===== config.mk =====
export PLATFORM = sky130hd
export DESIGN_NAME = bcd_count_ctrl
export DESIGN_NICKNAME = d
export VERILOG_FILES = /design/src/rtl/bcd_ctrl_pkg.sv /design/src/rtl/bcd_tick_gen.sv /design/src/rtl/bcd_count_ctrl.sv
export SDC_FILE = /design/constraint.sdc
export NUM_CORES = 1
export LEC_CHECK = 0
export ABC_CLOCK_PERIOD_IN_PS = 1200
export BUFFER_PORTS_ARGS = -buffer_cell sky130_fd_sc_hd__buf_2
export CAP_MARGIN = 20
export CORE_AREA = 2 2 49 51
export DETAILED_ROUTE_END_ITERATION = 12
export DIE_AREA = 0 0 51 53
export PLACE_DENSITY = 0.74
export REMOVE_ABC_BUFFERS = 1
export SYNTH_ARGS = -nofsm -noshare
export SYNTH_HDL_FRONTEND = slang
export SYNTH_SLANG_ARGS = --single-unit

===== constraint.sdc =====
create_clock -name CLOCK_I -period 1.2 [get_ports CLOCK_I]
set_input_delay 0.18 -clock CLOCK_I [delete_from_list [all_inputs] [get_ports CLOCK_I]]
set_output_delay 0.18 -clock CLOCK_I [all_outputs]
set_load 0.05 [all_outputs]

===== src/rtl/bcd_ctrl_pkg.sv =====
// Shared types and helpers for the BCD counter run/pause/clear controller.
package bcd_ctrl_pkg;

    typedef logic [3:0] bcd_digit_t;
    typedef bcd_digit_t [1:0] bcd_value_t;

    typedef enum logic [1:0] {
        S_IDLE  = 2'b00,
        S_RUN   = 2'b01,
        S_PAUSE = 2'b10,
        S_DONE  = 2'b11
    } ctrl_state_t;

    localparam bcd_digit_t BCD_MAX_DIGIT = 4'd9;

    // Clamp each digit to 9 so an out-of-range target is still reachable.
    function automatic bcd_value_t sat_bcd(input bcd_value_t v);
        bcd_value_t r;
        for (int i = 0; i < 2; i++) begin
            r[i] = (v[i] > BCD_MAX_DIGIT) ? BCD_MAX_DIGIT : v[i];
        end
        return r;
    endfunction

endpackage


===== src/rtl/bcd_tick_gen.sv =====
// Prescaler producing a registered one-cycle tick every TICK_DIV enabled cycles.
// en_i low holds the count; clr_i zeroes the count and kills any pending tick.
module bcd_tick_gen #(
    parameter int unsigned TICK_DIV = 4
) (
    input  logic clk_i,
    input  logic rst_ni,
    input  logic en_i,
    input  logic clr_i,
    output logic tick_o
);

    localparam int unsigned CntW = (TICK_DIV > 2) ? $clog2(TICK_DIV) : 1;
    localparam logic [CntW-1:0] CntMax = CntW'(TICK_DIV - 1);

    logic [CntW-1:0] cnt_q, cnt_d;
    logic            tick_q, tick_d;

    // Next count and tick: tick is issued for the cycle after the last count value.
    always_comb begin
        cnt_d  = cnt_q;
        tick_d = 1'b0;
        if (clr_i) begin
            cnt_d = '0;
        end else if (en_i) begin
            tick_d = (cnt_q == CntMax);
            cnt_d  = (cnt_q == CntMax) ? '0 : cnt_q + 1'b1;
        end
    end

    // Prescaler and tick registers.
    always_ff @(posedge clk_i or negedge rst_ni) begin
        if (!rst_ni) begin
            cnt_q  <= '0;
            tick_q <= 1'b0;
        end else begin
            cnt_q  <= cnt_d;
            tick_q <= tick_d;
        end
    end

    assign tick_o = tick_q;

endmodule


===== src/rtl/bcd_count_ctrl.sv =====
// Run/pause/clear controller for the two-digit BCD counter: prescaled count
// enable, clear-by-load, and stop on reaching a latched target.
module bcd_count_ctrl
    import bcd_ctrl_pkg::*;
#(
    parameter int unsigned TICK_DIV   = 4,
    parameter int unsigned BCD_DIGITS = 2
) (
    input  logic            CLOCK_I,
    input  logic            RESETN_I,
    input  logic            START_I,
    input  logic            STOP_I,
    input  logic            CLEAR_I,
    input  logic [1:0][3:0] TARGET_I,
    input  logic [1:0][3:0] BCD_COUNT_I,
    output logic            ENABLE_O,
    output logic            LOAD_O,
    output logic [1:0][3:0] LOAD_VALUE_O,
    output logic [1:0]      STATE_O,
    output logic            DONE_O
);

    if (BCD_DIGITS != 2) begin : g_digits_check
        $error("bcd_count_ctrl supports exactly two BCD digits");
    end

    ctrl_state_t state_q, state_d;
    bcd_value_t  target_q, target_d;
    logic        load_q, load_d;
    logic        done_q, done_d;
    logic        tick_en, tick_clr;
    logic        at_target;

    assign at_target = (BCD_COUNT_I == target_q);

    // State and target registers.
    always_ff @(posedge CLOCK_I or negedge RESETN_I) begin
        if (!RESETN_I) begin
            state_q  <= S_IDLE;
            target_q <= '0;
        end else begin
            state_q  <= state_d;
            target_q <= target_d;
        end
    end

    // Next state; CLEAR beats everything, and in RUN the terminal match beats STOP.
    always_comb begin
        state_d  = state_q;
        target_d = target_q;
        if (CLEAR_I) begin
            state_d = S_IDLE;
        end else begin
            unique case (state_q)
                S_IDLE: begin
                    if (START_I) begin
                        state_d  = S_RUN;
                        target_d = sat_bcd(TARGET_I);
                    end
                end
                S_RUN: begin
                    if (at_target) begin
                        state_d = S_DONE;
                    end else if (STOP_I) begin
                        state_d = S_PAUSE;
                    end
                end
                S_PAUSE: begin
                    if (START_I) begin
                        state_d = S_RUN;
                    end
                end
                S_DONE: state_d = S_DONE;
                default: state_d = S_IDLE;
            endcase
        end
    end

    // Output decode: prescaler runs only in RUN cycles that stay in RUN.
    always_comb begin
        tick_en  = (state_q == S_RUN) && !CLEAR_I && !at_target && !STOP_I;
        tick_clr = CLEAR_I || ((state_q == S_IDLE) && START_I);
        load_d   = CLEAR_I;
        done_d   = (state_d == S_DONE);
    end

    // Registered load and done outputs.
    always_ff @(posedge CLOCK_I or negedge RESETN_I) begin
        if (!RESETN_I) begin
            load_q <= 1'b0;
            done_q <= 1'b0;
        end else begin
            load_q <= load_d;
            done_q <= done_d;
        end
    end

    bcd_tick_gen #(
        .TICK_DIV (TICK_DIV)
    ) u_tick_gen (
        .clk_i  (CLOCK_I),
        .rst_ni (RESETN_I),
        .en_i   (tick_en),
        .clr_i  (tick_clr),
        .tick_o (ENABLE_O)
    );

    assign LOAD_O       = load_q;
    assign LOAD_VALUE_O = '0;
    assign STATE_O      = state_q;
    assign DONE_O       = done_q;

endmodule


==> reports/metrics.csv <==
metric,value,unit
ff2ff_setup_slack,-0.22,ns
chipHeight,53,um
core,2148,um^2
max_clock_freq,0.7046,GHz
grt.total_usage,12.78,%
die_w,51,um
drcViolationCount,0,
row_count,17,
end_kind,flip-flop,
synth-seq-area-share,46.15,%
via_per_inst,4.569,
p_per_area,1214,nW/um^2
clk_pin_slew,0.09,ns
ant_nets,0,
min_to,LOAD_O,
hold_viol_final,0,
crit_slowest_cell,dfrtp_1,
postSynthAreaPerCell,10.43,um^2
overflow,0,
diodes,0,
grt_max_degree,16,
synth_top_area_share,46.15,%
grt_pass1_vias,621,
ir_drop,0.0004926,V
rsz0062_at_grt,yes,
cts_buffers,3,
hold_depth,1,
final_area,1130,um^2
synth.cell_area,813.3,um^2
hp-class,in -> reg,
cts_sinks,15,
critical-path-max-stage-delay,0.40,ns
numPortBuffers,25,
r2r_start,target_q[4],
setup_viol,15,
synth_area_leaders,"dfrtp_1 (46%), xor2_1 (8.6%), buf_4 (7.4%)",
drv_slew,0,
whs,0.1069,ns
synthCells,78,
clock_path_buffers,2,
synth_cell_types,22,
final_common_cell,buf_2,
drive_gt1_share,45.69,%
dpl_cell_area,994.7,um^2
drt_iter0_drc,16,
pin_count,34,
die_area,2703,um^2
cts_tree,yes,
crit_chain,xor2_1 > nor4_4 > a211oi_4 > mux2i_1,
root_buffer,clkbuf_4,
worstPathRequired,1.39,ns
p_leak,0.5397,nW
setup_slack,-0.2193,ns
yosysWarnings,0,
start_util,37.86,%
antenna_found_initial,0,
final_util,52.59,%
failed_checks,negative setup slack,
path_max_fanout,4,
finalCritPeriodShare,118.3,%
drtPass1Iterations,4,
wl_per_cell,11.65,um
gp_congestion,0.7269,
critPathArrivalTime,1.61,ns
grt_pass1_wl,2.497,mm
final_cell_mix,"buf_2 (24), dfrtp_1 (15), buf_4 (11)",
drv_cap,0,
min_period,1.419,ns
dp_cells,137,
insertion_delay,0.27,ns
finalNonFillerCells,144,
nets,139,
status,"complete, but fails checks",
synth_area_leader_cell,dfrtp_1,
cts.htree.levels,1,
hpwl,1.239,mm
drt_wl_total,1.677,mm
vias,658,
worstSetupPathType,reg -> reg,
syn_to_final_growth,38.92,%
reg2reg_depth,4,
nFillCells,204,
min_from,CLEAR_I,
ys_ff_latch,15,
r2r_end,u_tick_gen.cnt_q[1],
crit_path_start_kind,flip-flop,
clock_skew,0.003534,ns
[area by class of cell]
cell class	count	area (um^2)	area share [%]
flip-flops and latches	15	375.4	33.22
multi-input cells	54	454.2	40.20
clock buffers	4	26.28	2.326
well taps	28	35.03	3.101
repair buffers	36	212.7	18.83
inverters	7	26.28	2.326
[stage by stage]
stage | setup TNS, ns | worst slack [ns] | total power, W
4_1_cts | -2.046 | -0.2221 | 0.001295
5_1_grt | -2.770 | -0.2841 | 0.001459
6_report | -1.713 | -0.2193 | 0.001371
2_1_floorplan | -3.974 | -0.5201 | 0.0008544
3_3_place_gp | -1.629 | -0.1843 | 0.0009851
3_5_place_dp | -1.985 | -0.2029 | 0.0009973
[routing by layer]
metal	up-vias	GRT usage [%]	part of all wire (%)
met5	-	0	0
met4	0	6.757	1.7
met3	4	2.542	6.6
met2	32	24.46	54
met1	308	12.96	38
li1	314	-	-
[cells by family after synthesis]
group                      Yosys count  synth area share [%]
and+or+nand+nor                     20                 16.62
other                                1                0.4611
buffers and inverters               16                 11.23
adders and majority gates            1                 1.538
AOI/OAI and AO/OA                   13                 10.15
DFF                                 15                 46.15
muxes                                4                 5.231
xor gates and xnor gates             8                 8.616
[Yosys cell counts (all sizes together)]
cell type / number
conb: 1
and3: 1
a21oi: 3
nand2: 4
nor2: 5
buf: 9
a31oi: 2
xor2: 8
nor4: 3
inv: 7
a211oi: 2
nor3: 1
nor3b: 1
nand3b: 4
mux2i: 2
ha: 1
mux2: 2
o21ai: 6
dfrtp: 15
nand2b: 1
[timing repair]
item,in CTS,in global routing
pin swaps,3,7
hold endpoints to repair,15,0
gates resized for setup,1,11
hold buffers,1,0
endpoints found under the setup margin,16,15
setup buffers,1,1
[worst max path at each step]
stage,startpoint,to,slack [ns],cells past startpoint
after floorplan,STATE_O[0],target_q[3],-0.52,2
after global placement,target_q[0],u_tick_gen.tick_o,-0.18,4
after detailed placement,STATE_O[0],u_tick_gen.cnt_q[1],-0.20,4
after CTS,target_q[5],u_tick_gen.cnt_q[1],-0.22,4
after global routing,target_q[4],u_tick_gen.cnt_q[1],-0.28,4
final,target_q[4],u_tick_gen.cnt_q[1],-0.22,4
[registers in the layout, summed over array words and instances (netlist names)]
signal	flops
u_tick_gen.tick_o	1
STATE_O	2
DONE_O	1
target_q	8
u_tick_gen.cnt_q	2
LOAD_O	1
[where the power goes]
part,switching [W],internal [W]
combinational,0.000258,0.000199
clock,0.000151,0.000129
sequential,0.0000664,0.000569
[critical path, delay by kind of cell (launching register included)]
kind / cells / cell delay, ns
AOI/OAI and AO/OA: 1 / 0.30
and+or+nand+nor: 1 / 0.10
DFF: 1 / 0.40
xor gates and xnor gates: 1 / 0.27
muxes: 1 / 0.26
No activity file was read; power rests on OpenSTA's default activity.
